**config.mk**
```make
export PLATFORM = sky130hd
export DESIGN_NAME = sar_adc_seq
export DESIGN_NICKNAME = d
export VERILOG_FILES = /design/src/rtl/sar_adc_pkg.sv /design/src/rtl/sar_adc_tmr.sv /design/src/rtl/sar_adc_seq.sv
export SDC_FILE = /design/constraint.sdc
export NUM_CORES = 1
export LEC_CHECK = 0
export CAP_MARGIN = 15
export CORE_MARGIN = 5
export CORE_UTILIZATION = 35
export DETAILED_ROUTE_END_ITERATION = 12
export PLACE_DENSITY = 0.67
export SLEW_MARGIN = 40
export SYNTH_ARGS = -nofsm -noshare
export SYNTH_HDL_FRONTEND = slang
export SYNTH_SLANG_ARGS = --single-unit
```
**constraint.sdc**
```tcl
create_clock -name clk -period 6.3 [get_ports clk]
set_input_delay 1.575 -clock clk [delete_from_list [all_inputs] [get_ports clk]]
set_output_delay 1.575 -clock clk [all_outputs]
set_load 0.1 [all_outputs]
```
**src/rtl/sar_adc_pkg.sv**
```systemverilog
// sar_adc_pkg: shared FSM states, default timing and helpers for the SAR sequencer
package sar_adc_pkg;
  typedef enum logic [2:0] {S_IDLE, S_RST, S_GAP_A, S_SMPL, S_GAP_H, S_CONV, S_DONE} state_e;
  localparam int DEF_N_CHNL   = 14;
  localparam int DEF_DAC_W    = 10;
  localparam int DEF_T_RST    = 4;
  localparam int DEF_T_GAP    = 1;
  localparam int DEF_T_SMPL   = 8;
  localparam int DEF_T_SETTLE = 3;
  localparam int TMR_W        = 8;
  function automatic logic [7:0] onehot2idx(input logic [63:0] oh);
    onehot2idx = '0;
    for (int i = 0; i < 64; i++) if (oh[i]) onehot2idx = 8'(i);
  endfunction
endpackage

```
**src/rtl/sar_adc_tmr.sv**
```systemverilog
// sar_adc_tmr: loadable down-counter; done_o marks the last cycle of a timed interval
module sar_adc_tmr import sar_adc_pkg::*; #(
  parameter int W = TMR_W
) (
  input  logic         clk,
  input  logic         srstz,
  input  logic         ld_i,
  input  logic [W-1:0] val_i,
  output logic         done_o
);
  logic [W-1:0] cnt_q;
  // The load cycle is itself the first cycle of the interval, hence val-2 here.
  always_ff @(posedge clk or negedge srstz)
    if (!srstz) cnt_q <= '0;
    else if (ld_i) cnt_q <= (val_i > W'(1)) ? val_i - W'(2) : '0;
    else if (cnt_q != '0) cnt_q <= cnt_q - W'(1);
  assign done_o = ld_i ? (val_i <= W'(1)) : (cnt_q == '0);
endmodule

```
**src/rtl/sar_adc_seq.sv**
```systemverilog
// sar_adc_seq: multi-channel SAR sequencer driving the S/H, channel mux and DAC of the analog macro
module sar_adc_seq import sar_adc_pkg::*; #(
  parameter  int N_CHNL   = DEF_N_CHNL,
  parameter  int DAC_W    = DEF_DAC_W,
  parameter  int T_RST    = DEF_T_RST,
  parameter  int T_GAP    = DEF_T_GAP,
  parameter  int T_SMPL   = DEF_T_SMPL,
  parameter  int T_SETTLE = DEF_T_SETTLE,
  localparam int CW       = $clog2(N_CHNL)
) (
  input  logic              clk,
  input  logic              srstz,
  input  logic              start,
  input  logic              mode_cont,
  input  logic              stop,
  input  logic              mode_cmp,
  input  logic [N_CHNL-1:0] chnl_en,
  input  logic [DAC_W-1:0]  cmp_code,
  input  logic              comp_o,
  output logic [N_CHNL-1:0] dac_sel,
  output logic              sh_rst,
  output logic              sh_hold,
  output logic [DAC_W-1:0]  dac_code,
  output logic              busy,
  output logic              res_vld,
  output logic [CW-1:0]     res_chnl,
  output logic [DAC_W-1:0]  res_code
);
  localparam int BW = $clog2(DAC_W);
  state_e            st_q;
  logic [1:0]        sync_q;
  logic [N_CHNL-1:0] en_q, above, nxt_m;
  logic [CW-1:0]     ch_q;
  logic              cmp_q, stop_pend_q, tmr_ld_q, tmr_done, comp_sync;
  logic [DAC_W-1:0]  code_q, kept;
  logic [BW-1:0]     bit_q;
  logic [TMR_W-1:0]  tmr_val_q;

  function automatic logic [CW-1:0] first_ch(input logic [N_CHNL-1:0] m);
    return CW'(onehot2idx(64'(m & (~m + N_CHNL'(1)))));
  endfunction

  sar_adc_tmr #(.W(TMR_W)) u_tmr (
    .clk    (clk),
    .srstz  (srstz),
    .ld_i   (tmr_ld_q),
    .val_i  (tmr_val_q),
    .done_o (tmr_done)
  );

  always_ff @(posedge clk or negedge srstz)
    if (!srstz) sync_q <= '0;
    else sync_q <= {sync_q[0], comp_o};

  assign comp_sync = sync_q[1];

  always_comb begin
    above = en_q & ~(((N_CHNL'(1) << ch_q) << 1) - N_CHNL'(1));
    nxt_m = |above ? above : en_q;
    kept  = comp_sync ? dac_code : dac_code & ~(DAC_W'(1) << bit_q);
  end

  always_ff @(posedge clk or negedge srstz) begin
    if (!srstz) begin
      st_q        <= S_IDLE;
      dac_sel     <= '0;
      sh_rst      <= 1'b0;
      sh_hold     <= 1'b1;
      dac_code    <= '0;
      busy        <= 1'b0;
      res_vld     <= 1'b0;
      res_chnl    <= '0;
      res_code    <= '0;
      en_q        <= '0;
      ch_q        <= '0;
      cmp_q       <= 1'b0;
      code_q      <= '0;
      bit_q       <= '0;
      stop_pend_q <= 1'b0;
      tmr_ld_q    <= 1'b0;
      tmr_val_q   <= '0;
    end else begin
      tmr_ld_q    <= 1'b0;
      res_vld     <= 1'b0;
      stop_pend_q <= (st_q != S_IDLE) && (stop_pend_q || stop);
      case (st_q)
        S_IDLE: if (start && |chnl_en) begin
          en_q      <= chnl_en;
          cmp_q     <= mode_cmp;
          code_q    <= cmp_code;
          ch_q      <= first_ch(chnl_en);
          busy      <= 1'b1;
          sh_rst    <= 1'b1;
          st_q      <= S_RST;
          tmr_ld_q  <= 1'b1;
          tmr_val_q <= TMR_W'(T_RST);
        end
        S_RST: if (tmr_done) begin
          sh_rst    <= 1'b0;
          st_q      <= S_GAP_A;
          tmr_ld_q  <= 1'b1;
          tmr_val_q <= TMR_W'(T_GAP);
        end
        S_GAP_A: if (tmr_done) begin
          dac_sel   <= N_CHNL'(1) << ch_q;
          sh_hold   <= 1'b0;
          st_q      <= S_SMPL;
          tmr_ld_q  <= 1'b1;
          tmr_val_q <= TMR_W'(T_SMPL);
        end
        S_SMPL: if (tmr_done) begin
          sh_hold   <= 1'b1;
          st_q      <= S_GAP_H;
          tmr_ld_q  <= 1'b1;
          tmr_val_q <= TMR_W'(1 + T_GAP);
        end
        // Hold is already asserted on entry, so the channel opens one cycle later.
        S_GAP_H: begin
          dac_sel <= '0;
          if (tmr_done) begin
            dac_code  <= cmp_q ? code_q : DAC_W'(1) << (DAC_W - 1);
            bit_q     <= BW'(DAC_W - 1);
            st_q      <= S_CONV;
            tmr_ld_q  <= 1'b1;
            tmr_val_q <= TMR_W'(T_SETTLE);
          end
        end
        S_CONV: if (tmr_done) begin
          if (cmp_q || bit_q == '0) begin
            res_vld  <= 1'b1;
            res_chnl <= ch_q;
            res_code <= cmp_q ? DAC_W'(comp_sync) : kept;
            dac_code <= '0;
            st_q     <= S_DONE;
          end else begin
            dac_code  <= kept | (DAC_W'(1) << (bit_q - 1'b1));
            bit_q     <= bit_q - 1'b1;
            tmr_ld_q  <= 1'b1;
            tmr_val_q <= TMR_W'(T_SETTLE);
          end
        end
        S_DONE: if (!stop_pend_q && (|above || mode_cont)) begin
          ch_q      <= first_ch(nxt_m);
          sh_rst    <= 1'b1;
          st_q      <= S_RST;
          tmr_ld_q  <= 1'b1;
          tmr_val_q <= TMR_W'(T_RST);
        end else begin
          busy <= 1'b0;
          st_q <= S_IDLE;
        end
        default: st_q <= S_IDLE;
      endcase
    end
  end
endmodule

```
==> out/results.txt, run 1 <==
Hpwl dp = 10.2 mm
Asr flop ratio synth = 100%
Gpl congestion = 0.918
Final #Nets = 688
Die area = 17400 µm²
Core area = 14600 µm²
Post-CTS Hold Buffers = 0
Critical path endpoint category = register
GRT Util Overall = 15.7%
R2r setup slk = 2.29 ns
I/O pins = 73
CP required = 6.53 ns
1st-iter DRT viols = 382
Routed wire length per instance = 16.2 µm
Num Clock Sinks = 94
Vias in the first global route = 4327
Cell taking the most area after synthesis = dfrtp_1
Global-route wire length before repair = 22.5 mm
Cells after synthesis = 586
Post-synth EDFFs = 0
End of the worst register-to-register path = tmr_val_q[1]
Register bit total from synthesis = 94
Number of hold violations in the final report = 0
Setup TNS Final = 0 ns
CP Class = primary input to register
Max-slew violations = 0
Crit share post-route = 70.0%
Share of the synthesized area in the top cell type = 44.6%
Status = completed
Clock-pin slew on the worst setup and hold paths = 0.07 ns
Die Wd = 132 µm
Clk Tree Root Cell = clkbuf_16
Commonest cells after routing, fill and taps aside = 93 x dfrtp_1, 76 x nand2_1, 64 x a21oi_1
Critical path launch point = chnl_en[3]
TritonRoute pass-1 iters = 5
Register area share after synthesis = 45.1%
Area grow syn2layout = 17.9%
Crit path to = tmr_val_q[1]
CTS buffer count = 9
RSZ-0062 raised after global routing = false
Global route total overflow = 0
Startpoint types = primary input
Area post-placement = 5840 µm²
Distinct cell type count after synthesis = 64
Worst-margin pin slew = 0.779 ns
Max-cap viol count = 0
Total Wirelength = 13.5 mm
Post-layout minimum cycle time = 4.41 ns
Initial antenna violation count = 0
Worst-path fanout max = 32
Maximum clock rate = 0.227 GHz
Clock insertion delay at the later pin of the skew report = 0.34 ns
Vias post-DR = 4483
# setup viols final = 0
Worst slew margin = 48.1%
Setup WS pre-CTS = 1.58 ns
Setup Fix Bufs, Post-CTS = 0
Site row count = 44
Final instance area = 6150 µm²
Final Skew = 0.00774 ns
Post-CTS sizing = 0
Layout cells sized above 1 = 15.7%
Post-synthesis area per instance = 8.90 µm²
DRC violations left = 0
Antenna Cells = 0
Pin count of the biggest net entering global routing = 50
CP arrival = 4.64 ns
ANT nets after route = 0
CTS H-tree lvls = 3
Worst Hold Class = register to register
Netlist Area Pre-Place = 5220 µm²
Setup ws final = 1.89 ns
Ys Warns = 0
Top FF cell, synth = dfrtp_1
Reg2reg start = ch_q[2]
Clk buf depth = 2
Post-Syn Nets = 630
Chip height = 132 µm
Starting Density = 35.8%
Number of port buffers = 72
CTS tree = built
Most common cell after layout, fill and taps aside = dfrtp_1
Top cells by area, synth = dfrtp_1 45%, a21oi_1 6.1%, nand2_1 5.5%
DR vias/cell = 5.38
Worst R2R Path Depth = 12
[metal layers]
layer	track usage [%]	up-vias	routed length [µm]
met5	0	-	0
met4	5.31	0	196
met3	3.78	13	858
met2	23.0	137	5970
met1	22.6	2131	6440
li1	-	2202	-
[synthesized netlist by cell type, drive strengths merged, types with 2 or more instances]
master / n
or2: 4
o22a: 2
nand4: 2
o32ai: 3
a311o: 2
nor3: 16
a31oi: 7
o21a: 2
inv: 26
o31ai: 15
and2: 3
nand3: 31
xor2: 4
o22ai: 3
a21oi: 64
a221oi: 3
nor2: 60
nor4: 6
a21o: 4
o21ai: 47
mux2i: 2
dfrtp: 93
nand2: 76
ha: 13
a22oi: 3
buf: 10
and3: 2
clkbuf: 17
nand2b: 6
nor2b: 8
or3: 8
mux2: 25
[cell families after synthesis]
family / after synthesis / share of synthesized area (%)
fa+ha+maj: 13 / 3.12
compound gates: 166 / 19.8
mux: 27 / 6.00
buf+inv: 53 / 4.34
flops: 94 / 45.1
simple gates: 228 / 20.8
xor+xnor: 5 / 0.839
[worst max-delay path: stages]
cell and delay (ns):
clkdlybuf4s50_1 0.45, nor2_1 0.17, nand2_1 0.09, or3_1 0.38, nor3_2 0.24, a41o_1 0.26
or2_2 0.62, o31ai_4 0.23, a31oi_4 0.29, mux2_4 0.33
[metrics by stage]
| step | hold slack, ns | util (%) | cells |
|---|---|---|---|
| 2_1_floorplan | 0.331 | - | 586 |
| 3_3_place_gp | 0.334 | 41.5 | 817 |
| 3_5_place_dp | 0.337 | 40.0 | 817 |
| 4_1_cts | 0.353 | 42.2 | 833 |
| 5_1_grt | 0.366 | 42.2 | 833 |
| 6_report | 0.352 | 42.2 | 833 |
[registers in the layout, indices dropped and copies added (netlist names)]
register and flops:
dac_sel 14, en_q 14, code_q 10, dac_code 10
res_code 10, u_tmr.cnt_q 8, bit_q 4, ch_q 4
res_chnl 4, tmr_val_q 4, st_q 3, sync_q 2
busy 1, cmp_q 1, res_vld 1, sh_hold 1
sh_rst 1, stop_pend_q 1, tmr_ld_q 1
[worst min-delay path by stage]
stage | from | endpoint | slack, ns | depth (start not counted)
4_1_cts | sync_q[0] | sync_q[1] | 0.35 | 0
2_1_floorplan | sync_q[0] | sync_q[1] | 0.33 | 0
6_report | sync_q[0] | sync_q[1] | 0.35 | 0
3_3_place_gp | sync_q[0] | sync_q[1] | 0.33 | 0
3_5_place_dp | sync_q[0] | sync_q[1] | 0.34 | 0
5_1_grt | sync_q[0] | sync_q[1] | 0.37 | 0
[cell type report]
cell class	count	area, µm²
clock inverter	6	68.8
inverter	26	97.6
multi-input combinational	439	2640
timing repair buffer	74	523
fill	1420	8440
sequential	94	2350
clock buffer	10	239
tap	184	230
Power of run 1 is left out: the tool's default activity adds up to more than one toggle a clock period on the data nets, which glitch-free logic cannot reach.
==> run 2, diff against run 1 <==
--- a/config.mk
+++ b/config.mk
@@ -9,7 +9,7 @@
 export CORE_MARGIN = 5
 export CORE_UTILIZATION = 35
 export DETAILED_ROUTE_END_ITERATION = 12
-export PLACE_DENSITY = 0.67
+export PLACE_DENSITY = 0.69
 export SLEW_MARGIN = 40
 export SYNTH_ARGS = -nofsm -noshare
 export SYNTH_HDL_FRONTEND = slang
==> constraint.sdc (replaced) <==
create_clock -name clk -period 4 [get_ports clk]
set_input_delay 1 -clock clk [delete_from_list [all_inputs] [get_ports clk]]
set_output_delay 1 -clock clk [all_outputs]
set_load 0.1 [all_outputs]
==> out/results.txt, run 2 (synthesis gave the netlist of run 1 again) <==
Maximum clock rate = 0.282 GHz
TritonRoute pass-1 iters = 4 (was 5)
Vias in the first global route = 4379 (was 4327)
Worst slew margin = 58.2% (was 48.1%)
Final #Nets = 695 (was 688)
Gpl congestion = 0.915 (was 0.918)
Startpoint types = register (was primary input)
CTS H-tree lvls = 3 (unchanged)
Number of hold violations in the final report = 0 (unchanged)
Clock-pin slew on the worst setup and hold paths = 0.07 ns (about the same)
Layout cells sized above 1 = 16.8% (was 15.7%)
Area grow syn2layout = 19.2% (was 17.9%)
Pin count of the biggest net entering global routing = 64 (was 50)
Chip height = 132 µm (unchanged)
Max-slew violations = 0 (unchanged)
Top flop regs = dac_sel (14), en_q (14) (unchanged)
Commonest cells after routing, fill and taps aside = 93 x dfrtp_1, 76 x nand2_1, 64 x a21oi_1 (unchanged)
Antenna Cells = 0 (unchanged)
Status = completed (unchanged)
CP required = 4.26 ns (was 6.53 ns)
DR vias/cell = 5.42 (was 5.38)
Worst path slowest cell = a221oi_1 (was or2_2)
CTS buffer count = 9 (unchanged)
Number of port buffers = 72 (unchanged)
CP arrival = 3.81 ns (was 4.64 ns)
Setup TNS Final = 0 ns (unchanged)
Max-cap viol count = 0 (unchanged)
ANT nets after route = 0 (unchanged)
Hpwl dp = 10.5 mm (was 10.2 mm)
Vias post-DR = 4554 (was 4483)
Worst Hold Class = register to register (unchanged)
Num Clock Sinks = 94 (unchanged)
Post-CTS Hold Buffers = 0 (unchanged)
CP Cell Sequence = buf_4 -> nor2b_1 -> nand2_1 -> ha_1 -> nand2b_1 -> mux2i_1 -> a31o_1 -> or2_4 -> o21ai_0 -> a221oi_1 -> nand2_1 -> a311o_1 -> a31oi_1 (was clkdlybuf4s50_1 -> nor2_1 -> nand2_1 -> or3_1 -> nor3_2 -> a41o_1 -> or2_2 -> o31ai_4 -> a31oi_4 -> mux2_4)
Die area = 17400 µm² (unchanged)
Global route total overflow = 0 (unchanged)
Clock insertion delay at the later pin of the skew report = 0.35 ns (was 0.34 ns)
I/O pins = 73 (unchanged)
Clk Tree Root Cell = clkbuf_16 (unchanged)
DRC violations left = 0 (unchanged)
# setup viols final = 0 (unchanged)
Routed wire length per instance = 16.5 µm (was 16.2 µm)
Critical path endpoint category = register (unchanged)
Final Skew = 0.00819 ns (was 0.00774 ns)
Post-layout minimum cycle time = 3.54 ns
1st-iter DRT viols = 372 (was 382)
Global-route wire length before repair = 22.9 mm (was 22.5 mm)
Initial antenna violation count = 0 (unchanged)
Worst-margin pin slew = 0.625 ns (was 0.779 ns)
CP dominant cell by count = nand2_1
Final core occ = 42.6% (was 42.2%)
Starting Density = 35.8% (unchanged)
Crit share post-route = 88.6%
CTS tree = built (unchanged)
Setup Fix Bufs, Post-CTS = 0 (unchanged)
Core area = 14600 µm² (unchanged)
GRT Util Overall = 15.9% (was 15.7%)
Total Wirelength = 13.9 mm (was 13.5 mm)
Most common cell after layout, fill and taps aside = dfrtp_1 (unchanged)
CP max stage delay = 0.44 ns (was 0.62 ns)
Site row count = 44 (unchanged)
RSZ-0062 raised after global routing = false (unchanged)
Die Wd = 132 µm (unchanged)
CP Class = register to register (was primary input to register)
Clk buf depth = 2 (unchanged)
Worst-path fanout max = 17 (was 32)
==> run 2: cell types whose count changed in the layout (fill, tap and decap cells not counted), sizes merged <==
cell / before / now
clkbuf: 10 / 9
buf: 45 / 52
clkinvlp: 1 / 2
==> run 2: cell type report <==
cell class / count / area, µm²
inverters: 26 / 97.6
flip-flops and latches: 94 / 2350
clock buffers: 9 / 225
clock inverters: 7 / 82.6
repair buffers: 81 / 582
fillers: 1428 / 8370
multi-input cells: 439 / 2650
well taps: 184 / 230
==> run 2: per-layer routing <==
| layer | GRT usage, % | part of all wire, % | wire (µm) |
|---|---|---|---|
| met5 | 0 | 0 | 0 |
| met2 | 24.0 | 45 | 6280 |
| met4 | 5.37 | 2.2 | 299 |
| met3 | 3.55 | 5.2 | 724 |
| met1 | 22.7 | 47 | 6560 |
==> run 2: path summary, 6_finish.rpt <==
check / from / end / slack, ns / cells after the start
min: sync_q[0] / sync_q[1] / 0.36 / 0
min reg2reg: sync_q[0] / sync_q[1] / 0.36 / 0
max reg2reg: ch_q[1] / ch_q[0] / 0.46 / 13
min in group asynchronous: srstz / code_q[6] / 0.62 / 1
max: ch_q[1] / ch_q[0] / 0.46 / 13
max in group asynchronous: srstz / en_q[12] / 2.68 / 2
==> run 2: worst max-delay path, delay by kind of cell, from the launching register on <==
kind	cells	cell delay, ns
multiplexers	1	0.30
AND/OR/NAND/NOR	5	1.01
buffers and inverters	1	0.21
AO/OA/AOI/OAI	5	1.27
adder cells (fa/ha/maj)	1	0.28
flip-flops	1	0.39
==> run 2: stage by stage <==
| step | setup WS, ns | instance area (µm²) | hold slack, ns | std cells |
|---|---|---|---|---|
| 2_1_floorplan | 0.567 | 5220 | 0.331 | 586 |
| 3_3_place_gp | 0.385 | 6100 | 0.335 | 824 |
| 3_5_place_dp | 0.392 | 5900 | 0.347 | 824 |
| 4_1_cts | 0.377 | 6200 | 0.362 | 840 |
| 5_1_grt | 0.0793 | 6220 | 0.365 | 840 |
| 6_report | 0.457 | 6220 | 0.360 | 840 |
==> run 2: what timing repair did <==
item	4_1_cts	5_1_grt
endpoints found under the setup margin	0	1
endpoints found under the hold margin	0	0
resized for setup	0	1
Power of run 2 is left out for the same reason.
